**config.mk**
```make
export PLATFORM = sky130hd
export DESIGN_NAME = ifmap_row_packer
export DESIGN_NICKNAME = d
export VERILOG_FILES = /design/src/rtl/ifmap_row_packer_pkg.sv /design/src/rtl/ifmap_row_packer_hold_reg.sv /design/src/rtl/ifmap_row_packer.sv
export SDC_FILE = /design/constraint.sdc
export NUM_CORES = 1
export LEC_CHECK = 0
export CAP_MARGIN = 20
export CORE_MARGIN = 10
export CORE_UTILIZATION = 58
export DETAILED_ROUTE_END_ITERATION = 8
export MAX_ROUTING_LAYER = met4
export PLACE_DENSITY = 0.87
export SLEW_MARGIN = 20
export SYNTH_ARGS = -nofsm -noshare
export SYNTH_HDL_FRONTEND = slang
export SYNTH_SLANG_ARGS = --single-unit
export TNS_END_PERCENT = 30
```
**constraint.sdc**
```tcl
create_clock -name clk -period 7.5 [get_ports clk]
set_input_delay 1.125 -clock clk [delete_from_list [all_inputs] [get_ports clk]]
set_output_delay 1.125 -clock clk [all_outputs]
set_load 0.1 [all_outputs]
```
**src/rtl/ifmap_row_packer_pkg.sv**
```systemverilog
// Shared types and constants for the IFMap row packer: FSM states, entry flag
// positions and default widths.
package ifmap_row_packer_pkg;

  localparam int DEF_DATA_WIDTH  = 16;
  localparam int DEF_IFMAP_WIDTH = DEF_DATA_WIDTH + 2;
  localparam int DEF_PAR_WRITE   = 4;
  localparam int DEF_LEN_WIDTH   = 8;

  localparam int START_ROW_BIT = DEF_IFMAP_WIDTH - 1;
  localparam int END_ROW_BIT   = DEF_IFMAP_WIDTH - 2;

  typedef enum logic [1:0] {
    IDLE  = 2'd0,
    PACK  = 2'd1,
    FLUSH = 2'd2,
    DONE  = 2'd3
  } state_e;

endpackage

```
**src/rtl/ifmap_row_packer_hold_reg.sv**
```systemverilog
// Output holding register for one packed word: loads a completed group and
// presents it to the FIFO until written.
module pack_hold_reg #(
  parameter int W = 72
) (
  input  logic         clk,
  input  logic         rstn,
  input  logic         in_valid_i,
  input  logic [W-1:0] in_data_i,
  output logic         in_ready_o,
  input  logic         buf_ready_i,
  output logic         out_valid_o,
  output logic         buf_wen_o,
  output logic [W-1:0] buf_din_o
);

  logic         valid_q;
  logic [W-1:0] data_q;

  assign buf_wen_o   = valid_q & buf_ready_i;
  // A new group may land in the same cycle the held one drains.
  assign in_ready_o  = ~valid_q | buf_ready_i;
  assign out_valid_o = valid_q;
  assign buf_din_o   = data_q;

  always_ff @(posedge clk or negedge rstn) begin
    if (!rstn) begin
      valid_q <= 1'b0;
      data_q  <= '0;
    end else if (in_valid_i) begin
      valid_q <= 1'b1;
      data_q  <= in_data_i;
    end else if (buf_wen_o) begin
      valid_q <= 1'b0;
      data_q  <= '0;
    end
  end

endmodule

```
**src/rtl/ifmap_row_packer.sv**
```systemverilog
// Packs a row-structured pixel stream into PAR_WRITE-wide IFMap FIFO words,
// tagging each entry with start_row/end_row flags derived from the column count.
module ifmap_row_packer
  import ifmap_row_packer_pkg::*;
#(
  parameter int DATA_WIDTH  = DEF_DATA_WIDTH,
  parameter int IFMAP_WIDTH = DEF_IFMAP_WIDTH,
  parameter int PAR_WRITE   = DEF_PAR_WRITE,
  parameter int LEN_WIDTH   = DEF_LEN_WIDTH
) (
  input  logic                            clk,
  input  logic                            rstn,
  input  logic                            start,
  input  logic [LEN_WIDTH-1:0]            cfg_row_len,
  input  logic [LEN_WIDTH-1:0]            cfg_num_rows,
  input  logic                            s_valid,
  input  logic [DATA_WIDTH-1:0]           s_data,
  input  logic                            s_last,
  output logic                            s_ready,
  input  logic                            buf_ready,
  output logic                            buf_wen,
  output logic [IFMAP_WIDTH*PAR_WRITE-1:0] buf_din,
  output logic                            busy,
  output logic                            done,
  output logic                            row_err
);

  localparam int SROW   = IFMAP_WIDTH - 1;
  localparam int EROW   = IFMAP_WIDTH - 2;
  localparam int LANE_W = (PAR_WRITE > 1) ? $clog2(PAR_WRITE) : 1;

  state_e                                state_q;
  logic [LEN_WIDTH-1:0]                  row_len_q, num_rows_q, col_q, row_q;
  logic [LANE_W-1:0]                     lane_q;
  logic [PAR_WRITE-1:0][IFMAP_WIDTH-1:0] lanes_q, grp;
  logic                                  row_err_q;
  logic [IFMAP_WIDTH-1:0]                entry;
  logic accept, grp_done, last_col, last_row, cfg_ok;
  logic hold_in_ready, hold_valid;

  assign last_col = (col_q == row_len_q - LEN_WIDTH'(1));
  assign last_row = (row_q == num_rows_q - LEN_WIDTH'(1));
  assign grp_done = (lane_q == LANE_W'(PAR_WRITE - 1));
  assign cfg_ok   = (cfg_row_len != '0) && (cfg_num_rows != '0) &&
                    ((cfg_row_len % LEN_WIDTH'(PAR_WRITE)) == '0);

  // Only the group-completing pixel needs room in the holding register.
  assign s_ready = (state_q == PACK) && !(grp_done && !hold_in_ready);
  assign accept  = s_valid & s_ready;

  always_comb begin
    entry                   = '0;
    entry[DATA_WIDTH-1:0]   = s_data;
    entry[EROW]             = last_col;
    entry[SROW]             = (col_q == '0);
  end

  always_comb begin
    grp                = lanes_q;
    grp[PAR_WRITE-1]   = entry;
  end

  always_ff @(posedge clk or negedge rstn) begin
    if (!rstn) begin
      state_q    <= IDLE;
      row_len_q  <= '0;
      num_rows_q <= '0;
      col_q      <= '0;
      row_q      <= '0;
      lane_q     <= '0;
      lanes_q    <= '0;
      row_err_q  <= 1'b0;
    end else begin
      case (state_q)
        IDLE: begin
          if (start) begin
            if (cfg_ok) begin
              row_len_q  <= cfg_row_len;
              num_rows_q <= cfg_num_rows;
              col_q      <= '0;
              row_q      <= '0;
              lane_q     <= '0;
              row_err_q  <= 1'b0;
              state_q    <= PACK;
            end else begin
              row_err_q  <= 1'b1;
            end
          end
        end
        PACK: begin
          if (accept) begin
            lanes_q[lane_q] <= entry;
            lane_q          <= grp_done ? '0 : lane_q + LANE_W'(1);
            // Mismatched s_last is only reported; counter flags stay authoritative.
            if (s_last != last_col) row_err_q <= 1'b1;
            if (last_col) begin
              col_q <= '0;
              row_q <= row_q + LEN_WIDTH'(1);
              if (last_row) state_q <= FLUSH;
            end else begin
              col_q <= col_q + LEN_WIDTH'(1);
            end
          end
        end
        FLUSH: begin
          if (!hold_valid || buf_wen) state_q <= DONE;
        end
        DONE: begin
          state_q <= IDLE;
        end
        default: state_q <= IDLE;
      endcase
    end
  end

  pack_hold_reg #(
    .W (IFMAP_WIDTH*PAR_WRITE)
  ) u_hold (
    .clk         (clk),
    .rstn        (rstn),
    .in_valid_i  (accept & grp_done),
    .in_data_i   (grp),
    .in_ready_o  (hold_in_ready),
    .buf_ready_i (buf_ready),
    .out_valid_o (hold_valid),
    .buf_wen_o   (buf_wen),
    .buf_din_o   (buf_din)
  );

  assign busy    = (state_q == PACK) || (state_q == FLUSH);
  assign done    = (state_q == DONE);
  assign row_err = row_err_q;

endmodule

```
; ---- Word-level counts from Yosys, hierarchy flattened
; Index checks and enable logic that the tools add are counted.
[classes]
eq_ne = 14
reduce_logical = 23
n_mux = 32
magnitude_cmp = 2
n_bitwise = 5
addsub = 5
[ops]
columns = operator, count
row1 = $mux W72, 2
row2 = $bwmux W72, 1
row3 = $mux W8, 6
row4 = $demux W18 S2, 1
row5 = $pmux W8 S2, 2
row6 = $mux W2, 10
row7 = $mux W18, 1
row8 = $add A8 B1 Y8 const B, 2
row9 = $eq A8 B8 Y1, 2
row10 = $logic_not A8 Y1, 2
row11 = $reduce_bool A8 Y1, 2
row12 = $sub A8 B1 Y8 const B, 2
row13 = $ne A2 B2 Y1 const B, 6
row14 = $pmux W2 S4, 1
row15 = $reduce_and A4 Y1, 2
row16 = $eq A2 B2 Y1 const B, 3
row17 = $mux W1, 6
row18 = $reduce_and A6 Y1, 1
row19 = $logic_and A1 B1 Y1, 5
row20 = $reduce_and A5 Y1, 1
row21 = $pmux W2 S2, 1
row22 = $reduce_bool A2 Y1, 2
row23 = $and A1 B1 Y1, 3
row24 = $logic_not A1 Y1, 3
row25 = other kinds (13), 14
[word_totals]
ff_bits = 182
input_bits = 38
elab_cells = 94
out_inout_bits = 77

; ---- Longest topological paths before layout
; Gate-level depths: netlist (run 1).
[logic_depth]
word_depth = 9
mapped_depth = 10
ltp_nobuf = 8

; ---- Cells and area by module
; A second synthesis (run 1) with hierarchy kept.
[unflattened]
hier_cells = 688
area_unflattened_um2 = 7786.2
[by_module_without_submodules]
columns = module, cells_per_inst, seq_area_each_um2, n_inst, area_each_um2
row1 = ifmap_row_packer, 372, 2277.2, 1, 4405.5
row2 = pack_hold_reg, 316, 1826.8, 1, 3380.7

; ---- Worst setup path before layout (run 1)
; OpenSTA, ideal clock, no wires.
[synth_path]
path_type = input -> output
from = input buf_ready
to = output buf_wen
path_buffers = 1
required_ns = 6.375
t_arrival_ns = 2.104
path_slack_ns = 4.271
path_stages = 3
cell_sequence = nand2_1 clkbuf_1 inv_1
[synth_via]
elab_chain_cells = 1
[synth_rtl]
columns = item, line_no
row1 = from (decl), ifmap_row_packer.sv:20  ; input logic buf_ready,
row2 = $and A1 B1 Y1, ifmap_row_packer_hold_reg.sv:20  ; assign buf_wen_o = valid_q & buf_ready_i;
row3 = to (decl), ifmap_row_packer.sv:21  ; output logic buf_wen,
; No other way between the ends.

; ---- Worst setup path in the final report (run 1)
; Same ends and word-level chain as after synthesis.

==> impl_results.md, run 1 <==
* Routed wire length per instance at 18.6 um
* Critical Path End Type: output pin
* R2r endpoint: row_q[5]
* Core footprint at 12200 um2
* CTS hold repair buffers at 0
* Startpoint type of the worst setup path: input port
* Total track usage at 0.215
* F_max at 222 MHz
* Worst Tran Pin Value at 1.03 ns
* Cell mode on critical path: clkdlybuf4s50_1
* Vias post-DR at 5861
* Die Ht at 132 um
* Synthesized area at 7320 um2
* Setup_tns at 0 ns
* CTS tree: yes
* R2R cell count at 8
* CP max FO at 73
* Crit Path Class: input port to output pin
* PwrDens at 484 nW/um2
* CTS buffer count at 17
* Die area at 17500 um2
* Fill count at 798
* Drt initial violations at 662
* Grt ovf at 0
* Final ANT Viol Nets at 0
* Max Slew Vio Count at 0
* Count of cell types in the netlist at 48
* Largest net degree at the start of global routing at 91
* Final period util at 0.600
* Avg Cell Area, Syn at 10.3 um2
* Yosys reg bits at 164
* Initial antenna violation count at 0
* CTS clock-pin slew for the worst setup and hold paths at 0.06 ns
* Yosys warns at 0
* Row count at 40
* Total clock sinks at 164
* Max_slew headroom at 0.311
* Vias in the first global route at 6024
* # diodes at 0
* Worst skew pair latency at 0.43 ns
* Top cells by area, synth: dfrtp_1, mux2_2, nand2_1, nand3_1, ha_1
* Via density at 5.90
* Clk_skew at 0.00819 ns
* Yosys top cell by area: dfrtp_1
* Net Count, Synth at 766
* Post-cts resize count at 0
* Top FF cell, synth: dfrtp_1
* Routability cong. at 0.808
* Pwr Total at 4410 uW
* CTS Buffer Depth at 2
* Hold path start: grp[7]
* R2R Setup Slk at 4.21 ns
* Worst r2r src: row_len_q[0]
* Setup repair after global routing missed its margin: false
* First-pass GRT wire length at 30200 um
* Area Growth Syn to Fin at 24.4%
* Finish-stage setup viols at 0
* Die Span X at 132 um
* Worst vdd ir at 205 uV
* Status: finished clean
* Initial core utilization at 0.602
* IO Port Bufs at 114
* Hold Crit Endpoint: u_hold.buf_din_o[7]
* Fin nets at 864
* Final Hold Fails at 0
* Reg area at 4100 um2
* Top cell type's share of synthesized area at 0.560
* Sequential area share after synthesis at 0.560
* Post-synthesis cell count at 714
* Drt total wl at 18500 um
* Final Util at 0.749
* Data required, critical path at 6.38 ns
* Synth top cells by count: nand2_1, dfrtp_1, nand3_1, mux2_2, clkbuf_1
* H-tree depth at 4
* Static leakage at 0.00427 uW
* Area of the multi-input gates at 2970 um2
* Crit path DAT at 3.38 ns
* Critical path's largest stage delay at 0.99 ns
* DP HPWL at 12200 um
* Worst Hold Class: flip-flop to flip-flop
* EDFF count, synth at 0
* Remaining DRCs at 0
* Post-CTS Repair Setup Buffers at 0
* CP max-delay cell: clkdlybuf4s50_1
* Top-count cell post-synth: nand2_1
* First-pass iteration count of the detailed router at 5
* Tmin final at 4.50 ns
* Root buffer cell: clkbuf_16
* Share of cells above drive strength 1 at 0.128
* Hold Path Depth at 2
* Ordered cell list for the critical path: clkdlybuf4s50_1 > nand2_2 > buf_4 > inv_1 > clkdlybuf4s50_1
* Max cap viols at 0
* Ys async rst share at 1.00
* Ports at 115
layout make-up:
type,instances,area share
clock buffers,20,0.0479
flip-flops and latches,164,0.451
clock inverters,12,0.0115
well taps,168,0.0231
inverters,27,0.0111
multi-input cells,483,0.326
repair buffers,119,0.130
worst max-delay path, delay by kind of cell:
kind          cells  cell delay, ns
buf+inv           4            2.10
simple gates      1            0.07
layer usage:
metal	global-route usage	vias to the layer above	share of wire
li1	-	2646	-
met1	0.246	2921	0.41
met2	0.352	243	0.50
met3	0.0518	51	0.061
met4	0.0960	0	0.028
met5	-	-	0
worst max-delay path by stage:
| stage | startpoint | endpoint | slack (ns) | cells after the start |
|---|---|---|---|---|
| 5_1_grt | buf_ready | buf_wen | 2.91 | 5 |
| 4_1_cts | buf_ready | buf_wen | 3.03 | 5 |
| 3_3_place_gp | buf_ready | buf_wen | 3.06 | 5 |
| 3_5_place_dp | buf_ready | buf_wen | 3.04 | 5 |
| 6_report | buf_ready | buf_wen | 3.00 | 5 |
| 2_1_floorplan | buf_ready | buf_wen | 4.27 | 3 |
power by group:
group	internal [uW]	switching (uW)	total, uW
clock network	456	351	807
registers	1210	229	1440
logic	553	1610	2160
total	2220	2190	4410
flip-flops by register name (all words and copies together), names as in the netlist:
signal / cells
row_err: 1
grp: 54
col_q: 8
row_q: 8
row_len_q: 8
u_hold.buf_din_o: 72
lane_q: 2
u_hold.out_valid_o: 1
state_q: 2
num_rows_q: 8
cell families after synthesis:
logic type,after synthesis,synth area share
AOI/OAI and AO/OA,57,0.0525
adders and majority gates,14,0.0239
buffers and inverters,67,0.0354
DFF,164,0.560
and+or+nand+nor,326,0.202
xor gates and xnor gates,19,0.0227
muxes,67,0.103
per-stage QoR:
step	hold WS [ns]	setup WS [ns]	std cells	instance area, um2
global placement	0.441	3.06	961	8570
CTS	0.466	3.03	993	9110
floorplan	0.433	4.27	714	7320
global route	0.489	2.91	993	9110
finish	0.469	3.00	993	9110
detailed placement	0.450	3.04	961	8570
placed cells by master, fill, tap and decap left out, drive strengths merged, types with 2 or more instances in the layout:
cell           count
nand3             87
clkbuf            20
nor2              15
xor2               3
buf                6
o22ai              6
nor2b              2
o31ai              3
o221ai             2
clkinvlp           2
nor4               7
nand2            170
clkdlybuf4s50    113
o211ai             3
and2               3
o21ai             17
or3                2
nand2b             6
and3b              2
ha                14
and3               5
a211o              3
mux2              64
clkinv             6
inv               30
mux2i              3
nand4              6
a221oi             3
a211oi             2
a31oi              9
dfrtp            164
a21oi              3
or4                4
or2                2
xnor2             16
nand3b             2
nor3               9
No activity file was read; power rests on OpenSTA's default activity.
==> inputs of run 2 (changes only) <==
CORE_UTILIZATION = 49   (was 58)
PLACE_DENSITY = 0.79   (was 0.87)
clock period = 3.8 ns   (was 7.5 ns; I/O delays follow)
==> run 2 against run 1 <==
- clock power up 120%
- largest power group unchanged
- routed wire length down 5.1%
- total power increased by 100%
==> impl_results.md, run 2 (same netlist as run 1, synthesis figures left out) <==
* Final ANT Viol Nets at 0 (unchanged)
* Critical path's largest stage delay at 0.49 ns (was 0.99 ns)
* Wire length on met1 at 8180 um (was 7580 um)
* Data required, critical path at 4.10 ns (was 6.38 ns)
* Bufs and invs on worst path at 1 (was 4)
* Total clock sinks at 164 (unchanged)
* Area Growth Syn to Fin at 26.3% (was 24.4%)
* CP max FO at 21 (was 73)
* Routability cong. at 0.818 (was 0.808)
* Tmin final at 3.24 ns
* Remaining DRCs at 0 (unchanged)
* Logic pwr share at 0.483 (was 0.491)
* F_max at 308 MHz
* PwrDens at 951 nW/um2 (was 484 nW/um2)
* Ports at 115 (unchanged)
* Initial core utilization at 0.502 (was 0.602)
* Critical Path End Type: flip-flop (was output pin)
* CTS clock-pin slew for the worst setup and hold paths at 0.07 ns (was 0.06 ns)
* CTS buffer count at 17 (unchanged)
* Total track usage at 0.180 (was 0.215)
* Design area at 9250 um2 (was 9110 um2)
* Die area at 20200 um2 (was 17500 um2)
* Share of cells above drive strength 1 at 0.138 (was 0.128)
* Max Slew Vio Count at 0 (unchanged)
* Core footprint at 14600 um2 (was 12200 um2)
* Finish-stage setup viols at 0 (unchanged)
* Worst Hold Class: input port to asynchronous set/reset pin (was flip-flop to flip-flop)
* Grt ovf at 0 (unchanged)
* Root buffer cell: clkbuf_16 (unchanged)
* IO Port Bufs at 114 (unchanged)
* # diodes at 0 (unchanged)
* CTS tree: yes (unchanged)
* Fill count at 1161 (was 798)
* Post-CTS Repair Setup Buffers at 0 (unchanged)
* Fin nets at 867 (was 864)
* Setup_tns at 0 ns (unchanged)
* Startpoint type of the worst setup path: flip-flop (was input port)
* Seq pwr share at 0.317 (was 0.326)
* Most common cell after layout, fill and taps aside: nand2_1 (unchanged)
* First-pass GRT wire length at 28800 um (was 30200 um)
* Ordered cell list for the critical path: inv_1 > ha_1 > or3b_4 > or4_1 > a211o_1 > a211o_1 > o311a_1 > a221o_1 (was clkdlybuf4s50_1 > nand2_2 > buf_4 > inv_1 > clkdlybuf4s50_1)
* Pwr Total at 8790 uW (was 4410 uW)
* Drt initial violations at 460 (was 662)
* Max reg flops at 72 (unchanged)
* Sw Ratio at 0.491 (was 0.497)
* Static leakage at 0.00432 uW (was 0.00427 uW)
* Clk pwr share at 0.201 (was 0.183)
* Max_slew headroom at 0.278 (was 0.311)
* DP Area at 8630 um2 (was 8570 um2)
* Area of the multi-input gates at 2970 um2 (unchanged)
* Final worst slack at 0.558 ns (was 3.00 ns)
* H-tree depth at 4 (unchanged)
* Die Ht at 142 um (was 132 um)
* Cell mode on critical path: a211o_1 (was clkdlybuf4s50_1)
* Worst skew pair latency at 0.43 ns (about the same)
* Via density at 5.46 (was 5.90)
* Status: finished clean (unchanged)
* Final period util at 0.853
* Setup repair after global routing missed its margin: false (unchanged)
* Kind of cell adding the most delay to the critical path: compound AO/OA/AOI/OAI gates (was buffers and inverters)
* Worst Tran Pin Value at 1.08 ns (was 1.03 ns)
* Initial antenna violation count at 0 (unchanged)
* Met3 wire length at 891 um (was 1120 um)
* Crit path DAT at 3.55 ns (was 3.38 ns)
* Most frequent cells in the layout: nand2_1, dfrtp_1, clkdlybuf4s50_1 (unchanged)
* Largest net degree at the start of global routing at 101 (was 91)
* Switch Pwr at 4320 uW (was 2190 uW)
* CP max-delay cell: a211o_1 (was clkdlybuf4s50_1)
* Die Span X at 142 um (was 132 um)
* Max cap viols at 0 (unchanged)
* Final Hold Fails at 0 (unchanged)
* Top layer in use: met4 (unchanged)
* Internal at 4480 uW (was 2220 uW)
* DP HPWL at 11800 um (was 12200 um)
* Row count at 44 (was 40)
* Vias post-DR at 5530 (was 5861)
* Clk_skew at 0.00925 ns (was 0.00819 ns)
* Worst vdd ir at 476 uV (was 205 uV)
* Drt total wl at 17500 um (was 18500 um)
* CTS Buffer Depth at 2 (unchanged)
* Reg area at 4100 um2 (unchanged)
* DR WL met2 at 8310 um (was 9250 um)
* Place WS at 0.577 ns (was 3.04 ns)
* Post-cts resize count at 0 (unchanged)
* Vias in the first global route at 5466 (was 6024)
* Routed wire length per instance at 17.3 um (was 18.6 um)
* Crit Path Class: flip-flop to flip-flop (was input port to output pin)
* First-pass iteration count of the detailed router at 5 (unchanged)
* CTS hold repair buffers at 0 (unchanged)
-- run 2: cell types whose count changed in the layout (fill, tap and decap cells not counted), sizes merged --
cell / before / now
clkinvlp: 2 / 3
bufinv: 1 / 2
clkdlybuf4s50: 113 / 111
clkinv: 6 / 4
buf: 6 / 11
clkbuf: 20 / 17
inv: 30 / 33
-- run 2: power groups by stage --
| stage | clock [uW] | combinational (uW) | sequential (uW) |
|---|---|---|---|
| 2_1_floorplan | 0 | 1020 | 4960 |
| 3_3_place_gp | 0 | 4210 | 2780 |
| 3_5_place_dp | 0 | 4270 | 2800 |
| 4_1_cts | 1800 | 4290 | 2780 |
| 5_1_grt | 1870 | 4460 | 2860 |
| 6_report | 1760 | 4250 | 2780 |
-- run 2: final timing paths --
path                              start                   end  slack (ns)  cells past startpoint
setup / recovery           row_len_q[0]              row_q[5]        0.56                      8
hold / removal                     rstn               grp[42]        0.25                      1
setup reg to reg           row_len_q[0]              row_q[5]        0.56                      8
hold reg to reg                 grp[31]  u_hold.buf_din_o[31]        0.46                      2
max in group asynchronous          rstn  u_hold.buf_din_o[16]        2.68                      2
min in group clk                grp[31]  u_hold.buf_din_o[31]        0.46                      2
-- run 2: worst register-to-register path, delay by kind of cell (launching register included) --
family,cells,cell delay (ns)
AOI/OAI and AO/OA,4,1.53
adders and majority gates,1,0.20
buffers and inverters,1,0.10
DFF,1,0.42
and+or+nand+nor,2,0.87
-- run 2: area by class of cell --
| class | count | share of cell area |
|---|---|---|
| multi-input cells | 483 | 0.321 |
| flip-flops and latches | 164 | 0.444 |
| clock buffers | 17 | 0.0460 |
| clock inverters | 15 | 0.0206 |
| repair buffers | 122 | 0.132 |
| well taps | 184 | 0.0249 |
| inverters | 27 | 0.0110 |
-- run 2: layer usage --
metal | GRT usage | vias to the layer above
met1 | 0.238 | 2721
li1 | - | 2651
met5 | - | -
met2 | 0.271 | 150
met3 | 0.0451 | 8
met4 | 0.0441 | 0
-- run 2: metrics by stage --
| stage | hold WS [ns] | std cells | utilization |
|---|---|---|---|
| after global routing | 0.302 | 1012 | 0.634 |
| after detailed placement | 0.449 | 980 | 0.592 |
| after CTS | 0.277 | 1012 | 0.634 |
| after floorplan | 0.274 | 714 | - |
| after global placement | 0.440 | 980 | 0.592 |
| final | 0.246 | 1012 | 0.634 |
